===== config.mk =====
export PLATFORM = sky130hd
export DESIGN_NAME = rr_decode_arbiter_flat
export DESIGN_NICKNAME = d
export VERILOG_FILES = /design/src/rtl/rr_arb_pkg.sv /design/src/rtl/rr_decode_arbiter_if.sv /design/src/rtl/onehot_decode.sv /design/src/rtl/rr_decode_arbiter.sv /design/src/flat_wrapper.sv
export SDC_FILE = /design/constraint.sdc
export NUM_CORES = 1
export LEC_CHECK = 0
export CAP_MARGIN = 20
export CORE_UTILIZATION = 24
export DETAILED_ROUTE_END_ITERATION = 16
export GPL_ROUTABILITY_DRIVEN = 0
export PLACE_DENSITY = 0.43
export RECOVER_POWER = 50
export SYNTH_ARGS = -nofsm -noshare
export SYNTH_HDL_FRONTEND = slang
export SYNTH_SLANG_ARGS = --single-unit

===== constraint.sdc =====
create_clock -name clk -period 3.65 [get_ports clk]
set_clock_uncertainty 0.15 [all_clocks]
set_input_delay 0.73 -clock clk [delete_from_list [all_inputs] [get_ports clk]]
set_output_delay 0.73 -clock clk [all_outputs]
set_load 0.01 [all_outputs]

===== src/rtl/rr_arb_pkg.sv =====
// rr_arb_pkg: shared types and constants for the round-robin decode arbiter.
//   arb_state_e : arbiter FSM states (IDLE, BUSY)
//   NUM_REQ     : number of requesters / one-hot select lines
//   IDX_W       : width of the binary owner index
//   HOLD_W      : width of the grant hold counter (timeout build only)
package rr_arb_pkg;

  localparam int NUM_REQ = 8;
  localparam int IDX_W   = 3;
  localparam int HOLD_W  = 8;

  typedef enum logic [0:0] {
    IDLE = 1'b0,
    BUSY = 1'b1
  } arb_state_e;

endpackage


===== src/rtl/rr_decode_arbiter_if.sv =====
// rr_decode_arbiter_if: request/grant bundle between the requesting agents
// and the arbiter.
//   enable      : global enable (agents -> arbiter)
//   req[7:0]    : level-sensitive request vector (agents -> arbiter)
//   done        : single-cycle release pulse from the owner (agents -> arbiter)
//   grant[7:0]  : registered one-hot grant (arbiter -> agents)
//   grant_idx   : binary index of the current / last owner
//   grant_valid : high while grant is non-zero
//   timeout     : one-cycle pulse on a forced release
// Modports: master = requesting side, slave = arbiter side.
interface rr_decode_arbiter_if;
  import rr_arb_pkg::*;

  logic               enable;
  logic [NUM_REQ-1:0] req;
  logic               done;
  logic [NUM_REQ-1:0] grant;
  logic [IDX_W-1:0]   grant_idx;
  logic               grant_valid;
  logic               timeout;

  modport master (
    output enable, req, done,
    input  grant, grant_idx, grant_valid, timeout
  );

  modport slave (
    input  enable, req, done,
    output grant, grant_idx, grant_valid, timeout
  );

endinterface


===== src/rtl/onehot_decode.sv =====
// onehot_decode: combinational 3-to-8 one-hot decoder with enable.
//   idx_i    : binary index
//   en_i     : decoder enable; output is all zeros when low
//   onehot_o : one-hot select, bit idx_i set when enabled
module onehot_decode
  import rr_arb_pkg::*;
(
  input  logic [IDX_W-1:0]   idx_i,
  input  logic               en_i,
  output logic [NUM_REQ-1:0] onehot_o
);

  localparam logic [NUM_REQ-1:0] ONE = {{(NUM_REQ-1){1'b0}}, 1'b1};

  // Expand the index into a single set bit, or nothing when disabled.
  always_comb begin
    onehot_o = {NUM_REQ{1'b0}};
    if (en_i) begin
      onehot_o = ONE << idx_i;
    end else begin
      onehot_o = {NUM_REQ{1'b0}};
    end
  end

endmodule


===== src/rtl/rr_decode_arbiter.sv =====
// rr_decode_arbiter: round-robin arbiter owning one 3-to-8 one-hot select.
// A winner is picked from IDLE, its grant is held until release (done,
// request drop, enable low, or forced timeout), and every release is
// followed by at least one all-zero grant cycle (break-before-make).
//   MAX_HOLD : max grant length in cycles (1..255), timeout build only
//   clk      : rising-edge clock
//   rst      : synchronous active-high reset
//   bus      : rr_decode_arbiter_if.slave (enable/req/done in, grant out)
// Optional feature macro: ARB_TIMEOUT_EN enables the hold counter and the
// forced release with a one-cycle timeout pulse; otherwise timeout is 0.
module rr_decode_arbiter
  import rr_arb_pkg::*;
#(
  parameter int MAX_HOLD = 16
) (
  input  logic                  clk,
  input  logic                  rst,
  rr_decode_arbiter_if.slave    bus
);

  if (MAX_HOLD < 1 || MAX_HOLD > 255) begin : g_bad_max_hold
    $error("rr_decode_arbiter: MAX_HOLD must be in 1..255");
  end

  arb_state_e         state_q, state_d;
  logic [IDX_W-1:0]   ptr_q, ptr_d;
  logic [IDX_W-1:0]   idx_q, idx_d;
  logic [NUM_REQ-1:0] grant_q, grant_d;
  logic               valid_q, valid_d;
  logic               timeout_q, timeout_d;
  logic               dec_en;
  logic               norm_release;
  logic [IDX_W-1:0]   pick;

`ifdef ARB_TIMEOUT_EN
  localparam logic [HOLD_W-1:0] HOLD_LAST = HOLD_W'(MAX_HOLD - 1);
  logic [HOLD_W-1:0]  hold_q, hold_d;
`endif

  // First set request bit scanning cyclically upward from the pointer.
  function automatic logic [IDX_W-1:0] rr_pick(
    input logic [NUM_REQ-1:0] r,
    input logic [IDX_W-1:0]   p
  );
    logic [IDX_W-1:0] cand;
    logic [IDX_W-1:0] win;
    logic             found;
    win   = p;
    found = 1'b0;
    for (int i = 0; i < NUM_REQ; i++) begin
      cand = p + IDX_W'(i);
      if (!found && r[cand]) begin
        win   = cand;
        found = 1'b1;
      end else begin
        win   = win;
      end
    end
    return win;
  endfunction

  assign pick = rr_pick(bus.req, ptr_q);

  // Next-state, pointer and owner selection.
  always_comb begin
    state_d      = state_q;
    ptr_d        = ptr_q;
    idx_d        = idx_q;
    dec_en       = 1'b0;
    timeout_d    = 1'b0;
    norm_release = bus.done | ~bus.req[idx_q] | ~bus.enable;
`ifdef ARB_TIMEOUT_EN
    hold_d       = hold_q;
`endif
    case (state_q)
      IDLE: begin
        if (bus.enable && (bus.req != {NUM_REQ{1'b0}})) begin
          idx_d   = pick;
          dec_en  = 1'b1;
          state_d = BUSY;
`ifdef ARB_TIMEOUT_EN
          hold_d  = {HOLD_W{1'b0}};
`endif
        end else begin
          state_d = IDLE;
        end
      end
      BUSY: begin
`ifdef ARB_TIMEOUT_EN
        if (norm_release || (hold_q == HOLD_LAST)) begin
          // The pulse marks only releases caused purely by the hold limit.
          timeout_d = ~norm_release;
`else
        if (norm_release) begin
`endif
          ptr_d   = idx_q + {{(IDX_W-1){1'b0}}, 1'b1};
          state_d = IDLE;
        end else begin
          dec_en  = 1'b1;
`ifdef ARB_TIMEOUT_EN
          if (hold_q != {HOLD_W{1'b1}}) begin
            hold_d = hold_q + {{(HOLD_W-1){1'b0}}, 1'b1};
          end else begin
            hold_d = hold_q;
          end
`endif
        end
      end
      default: begin
        state_d = IDLE;
      end
    endcase
    valid_d = dec_en;
  end

  onehot_decode u_dec (
    .idx_i    (idx_d),
    .en_i     (dec_en),
    .onehot_o (grant_d)
  );

  // State and output registers.
  always_ff @(posedge clk) begin
    if (rst) begin
      state_q   <= IDLE;
      ptr_q     <= {IDX_W{1'b0}};
      idx_q     <= {IDX_W{1'b0}};
      grant_q   <= {NUM_REQ{1'b0}};
      valid_q   <= 1'b0;
      timeout_q <= 1'b0;
`ifdef ARB_TIMEOUT_EN
      hold_q    <= {HOLD_W{1'b0}};
`endif
    end else begin
      state_q   <= state_d;
      ptr_q     <= ptr_d;
      idx_q     <= idx_d;
      grant_q   <= grant_d;
      valid_q   <= valid_d;
      timeout_q <= timeout_d;
`ifdef ARB_TIMEOUT_EN
      hold_q    <= hold_d;
`endif
    end
  end

  assign bus.grant       = grant_q;
  assign bus.grant_idx   = idx_q;
  assign bus.grant_valid = valid_q;
  assign bus.timeout     = timeout_q;

endmodule


===== src/flat_wrapper.sv =====
// flat-port wrapper written by rule: the top's interface ports become plain ports
module rr_decode_arbiter_flat import rr_arb_pkg::*;
#(
  parameter int MAX_HOLD = 16
)
  (clk, rst, bus_enable, bus_req, bus_done, bus_grant, bus_grant_idx, bus_grant_valid, bus_timeout);
  rr_decode_arbiter_if bus_i ();
  input  logic clk;
  input  logic rst;
  input wire logic [$bits(bus_i.enable)-1:0] bus_enable;
  input wire logic [$bits(bus_i.req)-1:0] bus_req;
  input wire logic [$bits(bus_i.done)-1:0] bus_done;
  output wire logic [$bits(bus_i.grant)-1:0] bus_grant;
  output wire logic [$bits(bus_i.grant_idx)-1:0] bus_grant_idx;
  output wire logic [$bits(bus_i.grant_valid)-1:0] bus_grant_valid;
  output wire logic [$bits(bus_i.timeout)-1:0] bus_timeout;
  assign bus_i.enable = bus_enable;
  assign bus_i.req = bus_req;
  assign bus_i.done = bus_done;
  assign bus_grant = bus_i.grant;
  assign bus_grant_idx = bus_i.grant_idx;
  assign bus_grant_valid = bus_i.grant_valid;
  assign bus_timeout = bus_i.timeout;
  rr_decode_arbiter #(.MAX_HOLD(MAX_HOLD)) u_core (.clk(clk), .rst(rst), .bus(bus_i));
endmodule

==> impl_metrics.csv <==
group,metric,value,unit
status,run_status,"finished, violations left",
status,violations,"design-rule violations",
pwr,p_per_area,347,nW/um^2
worst_setup_path,worst-r2r-cell-count,10,
clock_tree,cts_buffer_depth,2,
cells_and_area,antennaDiodeCount,0,
pwr,p_total,789,uW
worst_setup_path,required,3650,ps
clock_tree,cts_tree,"done",
cells_and_area,drive_above_1_share,0.328,
placement,port_buffers,23,
grt,antenna_found_initial,0,
min_path,worst_hold_startpoint,"u_core.state_q$_SDFF_PP0_",
drt,vias,1592,
worst_setup_path,path_class,"reg2reg",
clock_tree,insertion_delay,240,ps
min_path,hp-class,"reg2reg",
drt,ant_nets,0,
timing,finalHoldWorstSlack,530,ps
timing,tightest_slew,673,ps
synth,synth_area_per_cell,9.37,um^2
flow_run,max-cap-violations,0,
synth,async_flop_share,0,
synth,yosysWarnings,0,
worst_setup_path,reg2reg_to,"u_core.bus.grant[2]$_SDFF_PP0_",
timing,rsz0062_at_grt,"false",
cells_and_area,nNetsFinal,251,
drt,wl_met2,2.29,mm
timing,period_minus_slack,3410,ps
placement,post-place-ws,-239,ps
cells_and_area,syn2layout_area_growth,45.4,%
grt,grt_pass1_vias,1525,
drt,wirelength,4.62,mm
timing,fin_crit_sh,0.934,
min_path,min_to,"u_core.state_q$_SDFF_PP0_",
timing,slew_violations,0,
drt,routedWlPerCell,14.8,um
grt,track_usage,0.148,
timing,fin_ws,242,ps
synth,synth_cells,167,
drt,drtPass1Iterations,10,
die,io_pins,25,
die,die_h,82.7,um
synth,synth_nets,182,
worst_setup_path,critPathMaxFanout,9,
placement,dp_hpwl,3.83,mm
clock_tree,numCtsBuffers,3,
die,rows,29,
clock_tree,htreeDepth,1,
clock_tree,clock_sinks,15,
pwr,p_leak,0.00100,uW
timing,fmax,293,MHz
worst_setup_path,crit_path_start_kind,"flop",
grt,grt_max_degree,20,
synth,syn_area,1560,um^2
clock_tree,path_clk_slew,60,ps
die,die_area,6840,um^2
drt,route.met3.wl,86,um
worst_setup_path,arrival,3410,ps
die,die-width,82.7,um
worst_setup_path,cp-end-kind,"flop",
timing,finalHoldViolCount,0,
drt,vias_per_cell,5.10,
synth,synth_top_flop_cell,"dfxtp_1",
drt,highest_layer,"met4",
grt,grt_overflow,0,
drt,drc_errors,2,
timing,setup_viol,0,
drt,first_iter_violations,97,
grt,grt_pass1_wl,7.64,mm
synth,synth_seq_area_share,0.192,
die,floorplan.initialDensity,0.248,
drt,wl_met1,2.24,mm
pwr,peakVddDrop,0.272,mV
min_path,hold_depth,3,
synth,synth_edf_count,0,
die,coreArea,6310,um^2
worst_setup_path,r2r-start,"u_core.ptr_q[1]$_SDFFE_PP0P_",
synth,synth_seq_cells,15,
clock_tree,root_buffer,"clkbuf_8",
timing,maxSlewHeadroom,0.546,
worst_setup_path,r2r_setup_slack,240,ps
synth,yosysUniqueCellTypes,55,
==> what timing repair did <==
item,CTS,global route
buffers inserted,0,0
hold buffers,0,0
resized for setup,0,11
endpoints found under the setup margin,0,9
hold endpoints to repair,0,0
==> cells by family (layout without fill, tap and decap cells) <==
family,after synthesis,in the layout,share of synthesized area
and+or+nand+nor,56,56,0.188
AOI/OAI and AO/OA,44,44,0.198
muxes,29,29,0.323
DFF,15,15,0.192
buffers and inverters,14,82,0.0448
xor gates and xnor gates,5,5,0.0280
adders and majority gates,3,3,0.0240
other,1,1,0.00240
==> worst max-delay path by stage <==
stage,start,endpoint,depth (start not counted)
after detailed placement,bus_req[3],u_core.bus.grant_idx[2]$_SDFF_PP0_,10
after CTS,bus_req[3],u_core.bus.grant_idx[2]$_SDFF_PP0_,10
after floorplan,u_core.ptr_q[1]$_SDFFE_PP0P_,u_core.bus.grant[0]$_SDFF_PP0_,13
final,u_core.ptr_q[1]$_SDFFE_PP0P_,u_core.bus.grant[2]$_SDFF_PP0_,10
after global routing,u_core.ptr_q[1]$_SDFFE_PP0P_,u_core.bus.grant[6]$_SDFF_PP0_,9
after global placement,bus_req[3],u_core.bus.grant_idx[2]$_SDFF_PP0_,10
==> state kept, by name, indices dropped and copies added (netlist names) <==
| name | flops |
|---|---|
| u_core.bus.grant | 8 |
| u_core.bus.grant_idx | 3 |
| u_core.ptr_q | 3 |
| u_core.state_q | 1 |
==> synthesized netlist by cell type, drive strengths merged, types with 2 or more instances <==
master  count  area share
a211oi      5       0.024
inv         7       0.017
nor2       19       0.046
buf         7       0.028
xnor2       2       0.011
nor4        5       0.020
mux2        4       0.031
ha          3       0.024
o22ai       2      0.0080
xor2        3       0.017
nand2      10       0.024
nand3       2      0.0064
or4         2      0.0096
mux4       14        0.21
dfxtp      15        0.19
mux2i      11       0.078
a21oi       6       0.019
nand2b      4       0.016
o211ai      2      0.0096
nor3        2      0.0064
nor2b       4       0.016
o32ai       2       0.011
a22oi       2      0.0096
o21ai      11       0.038
==> layout by cell type (no fill, tap or decap), drive strengths merged, types with 3 or more instances in the layout <==
master          n
buf            48
nand2          10
clkdlybuf4s50   4
o21ai          11
nand2b          4
dlygate4sd3    11
nor4            5
dlymetal6s2s    7
mux4           14
ha              3
nor2b           4
inv             7
nor2           19
a21oi           6
a211oi          5
mux2i          11
dfxtp          15
clkbuf          4
mux2            4
xor2            3
==> layer usage <==
layer | vias to the layer above | track usage
met3 | 2 | 0.0231
met2 | 19 | 0.246
met5 | - | 0
met4 | 0 | 0.0103
li1 | 791 | -
met1 | 780 | 0.209
==> critical path, cell delays in order (launching register included) <==
cell,delay [ps]
dfxtp_1,330
inv_1,90
ha_1,540
mux2i_1,160
mux4_2,530
o32ai_2,360
buf_4,170
o21ba_2,160
a41o_1,240
or3b_4,420
nor4_1,170
==> layout make-up <==
| type | instances | area (um^2) |
|---|---|---|
| clock buffer | 3 | 41.3 |
| sequential | 15 | 300 |
| tap | 77 | 96.3 |
| inverter | 7 | 26.3 |
| timing repair buffer | 71 | 602 |
| clock inverter | 1 | 5.00 |
| multi-input combinational | 138 | 1200 |
| fill | 698 | 4040 |
==> metrics by stage <==
stage                     instances  area [um^2]  TNS [ps]   util
after detailed placement        308         2210     -1540  0.350
after global routing            312         2270         0  0.360
final                           312         2270         0  0.360
after CTS                       312         2250         0  0.357
after global placement          308         2210     -1710  0.350
after floorplan                 167         1560         0      -
==> report_power, final <==
group | internal [uW] | leakage (uW) | switching [uW]
Clock | 75.4 | 0.0000255 | 54.9
Combinational | 248 | 0.000856 | 222
Sequential | 176 | 0.000122 | 12.7
Total | 500 | 0.00100 | 289
(Power assumes the default switching activity.)
